`src/rtl/fp_classify_pipe_if.sv`:
```
// Operand/result handshake bundle for the FCLASS pipeline.
// The slave side is the classifier; the master side is the issuing FPU stage and its writeback consumer.
interface fp_classify_pipe_if #(
  parameter int FLEN  = 64,
  parameter int XLEN  = 32,
  parameter int TAG_W = 5
) ();
  logic             i_valid;
  logic             o_ready;
  logic             i_fmt;
  logic [FLEN-1:0]  i_operand;
  logic [TAG_W-1:0] i_tag;
  logic             i_flush;
  logic             o_valid;
  logic             i_ready;
  logic [XLEN-1:0]  o_result;
  logic [TAG_W-1:0] o_tag;
  logic             o_busy;

  modport slave (
    input  i_valid, i_fmt, i_operand, i_tag, i_flush, i_ready,
    output o_ready, o_valid, o_result, o_tag, o_busy
  );

  modport master (
    output i_valid, i_fmt, i_operand, i_tag, i_flush, i_ready,
    input  o_ready, o_valid, o_result, o_tag, o_busy
  );
endinterface

```
`src/rtl/fp_classify_pipe.sv`:
```
// RISC-V FCLASS.S / FCLASS.D unit: classifies an FP operand into the 10-bit class mask and
// carries it with a tag through a STAGES-deep valid/ready pipeline that tolerates writeback stalls.
module fp_classify_pipe #(
  parameter int FLEN   = 64,
  parameter int XLEN   = 32,
  parameter int STAGES = 2,
  parameter int TAG_W  = 5
) (
  input logic                i_clk,
  input logic                i_rst_n,
  fp_classify_pipe_if.slave  bus
);

  localparam int LAST = STAGES - 1;

  if (FLEN != 32 && FLEN != 64) begin : g_bad_flen
    $error("fp_classify_pipe: FLEN must be 32 or 64");
  end
  if (XLEN < 10) begin : g_bad_xlen
    $error("fp_classify_pipe: XLEN must be at least 10");
  end
  if (STAGES < 1 || STAGES > 4) begin : g_bad_stages
    $error("fp_classify_pipe: STAGES must be 1..4");
  end
  if (TAG_W < 1) begin : g_bad_tag
    $error("fp_classify_pipe: TAG_W must be at least 1");
  end

  logic useD;
  logic boxOk;
  logic dSign;
  logic dExpOnes;
  logic dExpZero;
  logic dManZero;
  logic dManMsb;

  // Double fields only exist in the 64-bit build; the 32-bit build always classifies as single.
  if (FLEN == 64) begin : g_dbl
    assign useD     = bus.i_fmt;
    assign boxOk    = &bus.i_operand[63:32];
    assign dSign    = bus.i_operand[63];
    assign dExpOnes = &bus.i_operand[62:52];
    assign dExpZero = ~|bus.i_operand[62:52];
    assign dManZero = ~|bus.i_operand[51:0];
    assign dManMsb  = bus.i_operand[51];
  end else begin : g_sgl
    assign useD     = 1'b0;
    assign boxOk    = 1'b1;
    assign dSign    = 1'b0;
    assign dExpOnes = 1'b0;
    assign dExpZero = 1'b0;
    assign dManZero = 1'b0;
    assign dManMsb  = 1'b0;
  end

  logic       sign;
  logic       expOnes;
  logic       expZero;
  logic       manZero;
  logic       manMsb;
  logic [9:0] inMask;

  always_comb begin
    sign    = useD ? dSign    : bus.i_operand[31];
    expOnes = useD ? dExpOnes : &bus.i_operand[30:23];
    expZero = useD ? dExpZero : ~|bus.i_operand[30:23];
    manZero = useD ? dManZero : ~|bus.i_operand[22:0];
    manMsb  = useD ? dManMsb  : bus.i_operand[22];
    inMask  = '0;
    // An improperly NaN-boxed single is read as the canonical quiet NaN.
    if (!useD && !boxOk) begin
      inMask[9] = 1'b1;
    end else if (expOnes) begin
      if (manZero)     inMask[sign ? 0 : 7] = 1'b1;
      else if (manMsb) inMask[9] = 1'b1;
      else             inMask[8] = 1'b1;
    end else if (expZero) begin
      if (manZero) inMask[sign ? 3 : 4] = 1'b1;
      else         inMask[sign ? 2 : 5] = 1'b1;
    end else begin
      inMask[sign ? 1 : 6] = 1'b1;
    end
  end

  logic [STAGES-1:0]            vQ;
  logic [STAGES-1:0]            vD;
  logic [STAGES-1:0][9:0]       maskQ;
  logic [STAGES-1:0][9:0]       maskD;
  logic [STAGES-1:0][TAG_W-1:0] tagQ;
  logic [STAGES-1:0][TAG_W-1:0] tagD;

  logic [STAGES:0]              canTake;
  logic [STAGES:0]              fire;
  logic [STAGES-1:0]            adv;
  logic [STAGES-1:0][9:0]       srcMask;
  logic [STAGES-1:0][TAG_W-1:0] srcTag;
  logic                         ready;

  // canTake[k]: stage k is free or empties this cycle; canTake[STAGES] is the consumer.
  // fire[k]: the source feeding stage k hands over an op this cycle.
  always_comb begin
    canTake         = '0;
    adv             = '0;
    fire            = '0;
    srcMask         = '0;
    srcTag          = '0;
    canTake[STAGES] = bus.i_ready;
    for (int k = LAST; k >= 0; k--) begin
      adv[k]     = vQ[k] & canTake[k+1];
      canTake[k] = ~vQ[k] | adv[k];
    end
    ready      = canTake[0] & ~bus.i_flush;
    fire[0]    = bus.i_valid & ready;
    srcMask[0] = inMask;
    srcTag[0]  = bus.i_tag;
    for (int k = 1; k < STAGES; k++) begin
      srcMask[k] = maskQ[k-1];
      srcTag[k]  = tagQ[k-1];
    end
    for (int k = 0; k < STAGES; k++) begin
      fire[k+1] = adv[k];
    end
  end

  // Flush only kills the valids; payload registers may pick up stale data harmlessly.
  always_comb begin
    vD    = vQ;
    maskD = maskQ;
    tagD  = tagQ;
    for (int k = 0; k < STAGES; k++) begin
      if (canTake[k]) begin
        vD[k] = fire[k];
      end
      if (canTake[k] && fire[k]) begin
        maskD[k] = srcMask[k];
        tagD[k]  = srcTag[k];
      end
    end
    if (bus.i_flush) begin
      vD = '0;
    end
  end

  always_ff @(posedge i_clk or negedge i_rst_n) begin
    if (!i_rst_n) begin
      vQ    <= '0;
      maskQ <= '0;
      tagQ  <= '0;
    end else begin
      vQ    <= vD;
      maskQ <= maskD;
      tagQ  <= tagD;
    end
  end

  logic [XLEN-1:0] result;

  always_comb begin
    result      = '0;
    result[9:0] = maskQ[LAST];
  end

  assign bus.o_ready  = ready;
  assign bus.o_valid  = vQ[LAST];
  assign bus.o_result = result;
  assign bus.o_tag    = tagQ[LAST];
  assign bus.o_busy   = |vQ;

endmodule

```
`src/flat_wrapper.sv`:
```
// flat-port wrapper written by rule: the top's interface ports become plain ports
module fp_classify_pipe_flat 
#(
  parameter int FLEN   = 64,
  parameter int XLEN   = 32,
  parameter int STAGES = 2,
  parameter int TAG_W  = 5
)
  (i_clk, i_rst_n, bus_i_valid, bus_i_fmt, bus_i_operand, bus_i_tag, bus_i_flush, bus_i_ready, bus_o_ready, bus_o_valid, bus_o_result, bus_o_tag, bus_o_busy);
  fp_classify_pipe_if #(.FLEN(FLEN), .XLEN(XLEN), .TAG_W(TAG_W)) bus_i ();
  input logic i_clk;
  input logic i_rst_n;
  input wire logic [$bits(bus_i.i_valid)-1:0] bus_i_valid;
  input wire logic [$bits(bus_i.i_fmt)-1:0] bus_i_fmt;
  input wire logic [$bits(bus_i.i_operand)-1:0] bus_i_operand;
  input wire logic [$bits(bus_i.i_tag)-1:0] bus_i_tag;
  input wire logic [$bits(bus_i.i_flush)-1:0] bus_i_flush;
  input wire logic [$bits(bus_i.i_ready)-1:0] bus_i_ready;
  output wire logic [$bits(bus_i.o_ready)-1:0] bus_o_ready;
  output wire logic [$bits(bus_i.o_valid)-1:0] bus_o_valid;
  output wire logic [$bits(bus_i.o_result)-1:0] bus_o_result;
  output wire logic [$bits(bus_i.o_tag)-1:0] bus_o_tag;
  output wire logic [$bits(bus_i.o_busy)-1:0] bus_o_busy;
  assign bus_i.i_valid = bus_i_valid;
  assign bus_i.i_fmt = bus_i_fmt;
  assign bus_i.i_operand = bus_i_operand;
  assign bus_i.i_tag = bus_i_tag;
  assign bus_i.i_flush = bus_i_flush;
  assign bus_i.i_ready = bus_i_ready;
  assign bus_o_ready = bus_i.o_ready;
  assign bus_o_valid = bus_i.o_valid;
  assign bus_o_result = bus_i.o_result;
  assign bus_o_tag = bus_i.o_tag;
  assign bus_o_busy = bus_i.o_busy;
  fp_classify_pipe #(.FLEN(FLEN), .XLEN(XLEN), .STAGES(STAGES), .TAG_W(TAG_W)) u_core (.i_clk(i_clk), .i_rst_n(i_rst_n), .bus(bus_i));
endmodule
```
`config.mk`:
```
export PLATFORM = sky130hd
export DESIGN_NAME = fp_classify_pipe_flat
export DESIGN_NICKNAME = d
export VERILOG_FILES = /design/src/rtl/fp_classify_pipe_if.sv /design/src/rtl/fp_classify_pipe.sv /design/src/flat_wrapper.sv
export SDC_FILE = /design/constraint.sdc
export NUM_CORES = 1
export LEC_CHECK = 0
export CAP_MARGIN = 40
export CORE_UTILIZATION = 30
export CTS_BUF_LIST = sky130_fd_sc_hd__clkbuf_4 sky130_fd_sc_hd__clkbuf_8
export CTS_CLUSTER_SIZE = 40
export DETAILED_ROUTE_END_ITERATION = 16
export PLACE_DENSITY = 0.74
export SLEW_MARGIN = 5
export SYNTH_ARGS = -nofsm -noshare
export SYNTH_HDL_FRONTEND = slang
export SYNTH_SLANG_ARGS = --single-unit
```
`constraint.sdc`:
```
create_clock -name i_clk -period 2.2 [get_ports i_clk]
set_clock_uncertainty 0.15 [all_clocks]
set_input_delay 0.33 -clock i_clk [delete_from_list [all_inputs] [get_ports i_clk]]
set_output_delay 0.33 -clock i_clk [all_outputs]
set_load 0.05 [all_outputs]
```
Word level (Yosys, flattened, before mapping)
Cells that the tools add are included.

Flip-flop bits (word level): 32. Latch bits: 0. RAM bits: 0. Memory bits (read-only): 0. Input port bits: 75. Output and inout port bits: 40. Word-level logic and storage cells: 75. Memories kept: 0.

Add/subtract/negate cells: 0. Multipliers: 0. Div/mod/pow operators: 0. Magnitude comparators: 8. Equality and inequality tests: 0. Shifts and indexed selects: 0. Muxes and demuxes: 29. Bitwise gates (word level): 9. Reductions and logical operators: 23.

Operator list (count): 32-bit by 1-bit greater-or-equal comparator with 1-bit output, second input constant (4); 32-bit by 6-bit less-than comparator with 1-bit output, second input constant (4); 52-bit OR reduction (1); 32-bit AND reduction (1); 10-bit 2-to-1 mux (3); 23-bit OR reduction (1); 1-bit demux with 4-bit select (4); 1-bit 2-to-1 mux (14); 3-bit 2-to-1 mux (4); 11-bit AND reduction (1); 11-bit OR reduction (1); 9-bit 2-to-1 mux (1); 8-bit 2-to-1 mux (1); 8-bit AND reduction (1); 8-bit OR reduction (1); 1-bit logical AND (7); 1-bit zero test (6); 1-bit AND (4); 2-bit 2-to-1 mux (2); 2-bit nonzero test (2); 1-bit NOT (3); 1-bit OR (2); 2-bit OR reduction (1).

Depth between registers and ports, before layout
Gate-level depths: netlist (run 1).

Depth after elaboration: 10. Mapped depth: 5.

Worst setup path after synthesis (run 1)
Ideal clock, no wire load.

Kind: register to output. Start point: reg u_core.vQ[1]. End point: out bus_o_ready. Arrival time: 1.579 ns. Required time: 1.720 ns. Path slack: 0.141 ns. Cell stages (with the launch flop): 3. Path through: dfrtp_1 -> nor2b_1 -> a21oi_1.

Word-level cells in the longest chain between the ends: 5.

Ends and longest elaborated chain: from (decl) (line fp_classify_pipe.sv:85) `logic [STAGES-1:0] vQ;`; from (signal assigned) (line fp_classify_pipe.sv:150) `vQ <= vD;`; 1-bit AND or 1-bit NOT (tied branches) (line fp_classify_pipe.sv:109, fp_classify_pipe.sv:110); 1-bit OR * (line fp_classify_pipe.sv:110) `canTake[k] = ~vQ[k] | adv[k];`; 1-bit AND * (line fp_classify_pipe.sv:109) `adv[k] = vQ[k] & canTake[k+1];`; 1-bit OR * (line fp_classify_pipe.sv:110); 1-bit AND * (line fp_classify_pipe.sv:112) `ready = canTake[0] & ~bus.i_flush;`; to (decl) (line flat_wrapper.sv:19) `output wire logic [$bits(bus_i.o_ready)-1:0] bus_o_ready;`.

Mark *: on every way between the ends. The rest lies on a longest branch, timed or not.

Final worst setup path (run 1)
Start point: reg u_core.vQ[1]. End point: out bus_o_valid.

RTL lines: to (decl) (line flat_wrapper.sv:20) `output wire logic [$bits(bus_i.o_valid)-1:0] bus_o_valid;`.

No word-level cell between the ends.

==> impl_metrics.csv, run 1 <==
group,metric,value,unit
flow_run,max_cap_viol_count,0,
global_route,grt-ovfl-total,0,
logic_synthesis,synth_top_area_share,0.442,
route,postRouteWirelength,4310,um
sta,fmax,508,MHz
route,drc,0,
power,power,1.74,mW
floorplanning,pin_count,115,
route,wl_per_cell,12.6,um
cts,cts_resized,1,
sta,min_period,1.97,ns
logic_synthesis,synth-edff-count,0,
sta,tightestPinTransition,0.525,ns
logic_synthesis,ys_seq_area_frac,0.442,
sta,setup_violations,0,
cts,clock_latency,0.28,ns
global_route,grt_antenna_before_repair,0,
power,pwr-share-comb,0.335,
finish,fillerInstances,526,
hold_path,hold_class,"input pin to asynchronous set/reset pin",
cts,htreeDepth,2,
route,first_pass_iters,4,
sta,holdWs,0.298,ns
logic_synthesis,synth_cells,174,
logic_synthesis,yosysUniqueCellTypes,32,
cts,clockBufferDepth,2,
power,max-vdd-ir-drop,0.408,mV
critical_path,path_class,"flip-flop to primary output",
logic_synthesis,yosys-top-cells-count,"32 x buf_4, 32 x dfrtp_1, 22 x mux2_2, 13 x nor4_1, 11 x nand4_1",
sta,rsz0062_at_grt,"false",
logic_synthesis,async_flop_share,1.00,
global_route,grt_pass1_vias,1526,
power,p_int,1.18,mW
cts,clkSlewWorstSetupHoldPaths,0.06,ns
logic_synthesis,ys.warnings.count,0,
critical_path,path_cells,"clkdlybuf4s50_1",
critical_path,critPathLaunchType,"flip-flop",
floorplanning,die_w,79.7,um
global_route,grt_first_pass_wirelength,6920,um
finish,finish.net_count,345,
floorplanning,coreArea,5680,um^2
finish,n_antenna_cell,0,
route,drt_iter0_drc,75,
floorplanning,fp.dieH,79.7,um
critical_path,arrival,1.49,ns
critical_path,crit_family,"buffers and inverters",
critical_path,critPathSlowestCell,"clkdlybuf4s50_1",
route,ant_nets,0,
cts,post_cts_buffers,0,
logic_synthesis,synth_area_per_cell,10.4,um^2
sta,fin_crit_sh,0.895,
power,pwr-share-clk,0.276,
logic_synthesis,synth.area.top_cells,"dfrtp_1 44%, mux2_2 14%, buf_4 13%, nor4_1 4.5%, nand4_1 3.8%",
critical_path,cp_num_buf_inv,1,
critical_path,required,1.72,ns
route,vias_per_cell,4.73,
sta,slew_viol_final,0,
logic_synthesis,synth_top_area_cell,"dfrtp_1",
placed_design,numPortBuffers,92,
critical_path,slowest_delay,0.82,ns
finish,syn_to_final_growth,57.7,%
logic_synthesis,syn_area,1810,um^2
floorplanning,die_area,6350,um^2
floorplanning,initial_core_util,0.319,
power,switching_share,0.321,
power,leakagePower,1.19,nW
finish,drive_gt1_frac,0.173,
route,vias,1622,
logic_synthesis,ys_ff_latch,32,
critical_path,path_max_fanout,4,
sta,relSlewSlack,0.649,
cts,root_buffer,"clkbuf_8",
power,cellPowerDensity,610,nW/um^2
sta,hold_viol_final,0,
critical_path,cp-end-kind,"primary output",
placed_design,dpl.hpwl,3530,um
cts,numCtsBuffers,5,
logic_synthesis,synthFlopType,"dfrtp_1",
power,p_sw,0.560,mW
cts,cts_tree,"yes",
power,power_frac_seq,0.389,
global_route,grt_start_max_net_pins,33,
sta,tns,0,ns
cts,clkSinkCount,32,
floorplanning,rows,27,
placed_design,gp_congestion,0.802,
cts,cts_hold_buf,0,
global_route,grt_usage,0.145,
run_status,outcome,"complete, no violations",
==> flip-flops by register name (all words and copies together), names as in the netlist <==
name / flops
u_core.bus.o_result: 10
u_core.maskQ: 10
u_core.bus.o_tag: 5
u_core.srcTag: 5
u_core.vQ: 2
==> power groups by stage <==
stage               sequential (mW)  combinational, mW  clock [mW]
finish                        0.678              0.584       0.481
global route                  0.686              0.617       0.529
CTS                           0.679              0.589       0.496
detailed placement            0.689              0.588           0
global placement              0.686              0.584           0
floorplan                     0.773              0.280           0
==> through the flow <==
stage / setup slack (ns) / area (um^2) / std cells / utilization
floorplan: 0.141 / 1890 / 195 / -
global placement: -0.0651 / 2760 / 335 / 0.486
detailed placement: -0.0969 / 2760 / 335 / 0.486
CTS: 0.211 / 2860 / 343 / 0.503
global route: 0.0594 / 2860 / 343 / 0.503
finish: 0.231 / 2860 / 343 / 0.503
==> final cells by class <==
cell class                 count  area [um^2]  area share
clock buffer                   8         97.6      0.0342
timing repair buffer         105         1040       0.364
sequential                    32          801       0.280
multi-input combinational    124          820       0.287
tap                           72         90.1      0.0316
inverter                       2         7.51     0.00263
==> logic make-up (layout without fill, tap and decap cells) <==
family	count (synthesis)	count (layout)	synth area share
buffers and inverters	39	115	0.149
other	1	22	0.00207
DFF	32	32	0.442
and+or+nand+nor	60	60	0.186
muxes	24	24	0.148
AOI/OAI and AO/OA	18	18	0.0733
==> cells in the final DEF, fill, tap and decap left out, types with 2 or more instances in the layout <==
master | Yosys | final
mux2_2 | 22 | 22
a21oi_1 | 3 | 3
mux2i_1 | 2 | 2
o31ai_1 | 6 | 6
and3_1 | 2 | 2
clkdlybuf4s50_1 | 0 | 90
nor4_1 | 13 | 13
conb_1 | 1 | 22
inv_1 | 2 | 2
dfrtp_1 | 32 | 32
o21ai_0 | 2 | 2
and2_1 | 2 | 2
clkbuf_4 | 0 | 2
nand2_1 | 9 | 9
a32o_1 | 3 | 3
nand4_1 | 11 | 11
nor3_1 | 4 | 4
nor2_1 | 6 | 6
nand3_1 | 5 | 5
clkbuf_8 | 0 | 6
buf_12 | 0 | 2
buf_4 | 32 | 12
==> final timing paths <==
path	start	to	slack, ns	cells past startpoint
min reg2reg	u_core.maskQ[1]	u_core.maskQ[1]	0.33	2
min	i_rst_n	u_core.bus.o_result[1]	0.30	2
min in group i_clk	u_core.maskQ[1]	u_core.maskQ[1]	0.33	2
max	u_core.vQ[1]	bus_o_valid	0.23	1
max in group asynchronous	i_rst_n	u_core.bus.o_tag[3]	1.32	2
max reg2reg	u_core.vQ[0]	u_core.srcTag[6]	0.53	3
==> routing by layer <==
metal,global-route usage,up-vias,routed length (um)
met4,0.0855,0,80
met3,0.0377,4,317
li1,-,784,-
met1,0.167,756,1740
met5,0,-,0
met2,0.239,78,2170
(Power assumes the default switching activity.)
==> inputs of run 2 (changes only) <==
- GPL_TIMING_DRIVEN: not set -> 1
- SKIP_LAST_GASP: not set -> 1
==> results of run 2 <==
The final DEF is identical to that of run 1; final timing and power are the same.
==> RTL edit (config.mk and constraints of run 1) <==
`STAGES` is set to 2 in 2 places; all go to 1.
--- a/src/rtl/fp_classify_pipe.sv
+++ b/src/rtl/fp_classify_pipe.sv
@@ -5,3 +5,3 @@
   parameter int XLEN   = 32,
-  parameter int STAGES = 2,
+  parameter int STAGES = 1,
   parameter int TAG_W  = 5
--- a/src/flat_wrapper.sv
+++ b/src/flat_wrapper.sv
@@ -5,3 +5,3 @@
   parameter int XLEN   = 32,
-  parameter int STAGES = 2,
+  parameter int STAGES = 1,
   parameter int TAG_W  = 5
Function: changed (a bounded check fails within 4 cycles, from zero or initial values and one cycle with i_rst_n low).
==> RTL edit against run 1 <==
Die area decreased by 35%; worst setup slack improved by 0.052 ns; combinational power is 25% lower; critical path type unchanged; register-to-register slack improved by 0.06 ns; routed wire length fell by 26%; power down 41%; largest cell class unchanged; sequential cell count decreased by 16; highest routed layer unchanged; cell area decreased by 26%; area after synthesis is 36% lower.
==> RTL edit: results (changes against run 1) <==
[pwr]
seq_power_share=0.320  ; was 0.389
peakVddDrop_mv=0.230  ; was 0.408 mV
p_leak_nw=0.852  ; was 1.19 nW
powerClk_w=0.000258  ; was 0.000481 W
p_int_w=0.000662  ; was 0.00118 W

[placed_design]
gp_congestion=0.809  ; was 0.802
post-place-ws_ns=0.0450  ; was -0.0969 ns
hpwl_um=2850  ; was 3530 µm

[clock_tree]
clock_latency_ns=0.25  ; was 0.28 ns
h-tree-depth=1  ; was 2
cts_buffers=3  ; was 5
cts_resized=0  ; was 1

[global_route]
met2_usage=0.326  ; was 0.239
met3_usage=0.0554  ; was 0.0377
grt_first_pass_wirelength_um=5310  ; was 6920 µm
track_usage=0.163  ; was 0.145
grt_max_degree=17  ; was 33
grt_use_met1=0.163  ; was 0.167
grt_pass1_vias=1319  ; was 1526

[critical_path]
crit_start=u_core.maskQ[7]  ; was u_core.vQ[1]
critPathCapture=bus_o_result[7]  ; was bus_o_valid
rrSetupSlack_ns=0.59  ; was 0.53 ns
reg2reg_depth=5  ; was 3
rr_startpoint=u_core.bus.o_busy  ; was u_core.vQ[0]
r2r_end=u_core.maskQ[4]  ; was u_core.srcTag[6]
critPathMaxFanout=2  ; was 4
cp.arrival_ns=1.44  ; was 1.49 ns

[cells_and_area]
drive_gt1_frac=0.0942  ; was 0.173
fin_nets=299  ; was 345
instances_no_fill=271  ; was 343

[drt]
drt-met1-wl_um=1170  ; was 1740 µm
met3_wirelength_um=294  ; was 317 µm
routed-wl-met2_um=1710  ; was 2170 µm
wl_um=3190  ; was 4310 µm
initialDrtViolationCount=19  ; was 75
num_vias=1281  ; was 1622

[status]
outcome=completed  ; unchanged

[synthesis]
syn_inst=128  ; was 174
ys_types=24  ; was 32
synth_compound_area_frac=0.115  ; was 0.0733
synth_mux_area_frac=0.0271  ; was 0.148
ys_seq_area_frac=0.347  ; was 0.442
synth-adder-area-share=0  ; unchanged
synth_area_um2=1150  ; was 1810 µm²
ys_top_cells_by_count=buf_4, nand2_1, dfrtp_1  ; was buf_4, dfrtp_1, mux2_2

[timing]
worst_pin_slew_ns=0.510  ; was 0.525 ns
holdWs_ns=0.248  ; was 0.298 ns
fin_crit_sh=0.871  ; was 0.895

[hold_path]
holdCritPathClass=in -> async  ; unchanged

[RTL edit: cell types whose count changed after synthesis, sizes merged, moves of 2 or more]
cell    change
mux2       -21
dfrtp      -16
nand2      +13
buf         -9
a32o        +6
o31ai       -6
clkbuf      -3
and3        -2
inv         -2
nand3       -2
o21ai       -2
[RTL edit: metrics by stage]
| step | total power, W | cell area [µm²] | utilization |
|---|---|---|---|
| final | 0.00102 | 2120 | 0.578 |
| after CTS | 0.00103 | 2120 | 0.578 |
| after global placement | 0.000769 | 2060 | 0.563 |
| after global routing | 0.00107 | 2120 | 0.578 |
| after detailed placement | 0.000773 | 2060 | 0.563 |
| after floorplan | 0.000586 | 1230 | - |
[RTL edit: area by class of cell]
class / instances / area (µm²) / share of cell area
clock buffer: 4 / 55.1 / 0.0260
tap: 48 / 60.1 / 0.0284
multi-input combinational: 108 / 647 / 0.306
sequential: 16 / 400 / 0.189
timing repair buffer: 95 / 953 / 0.451
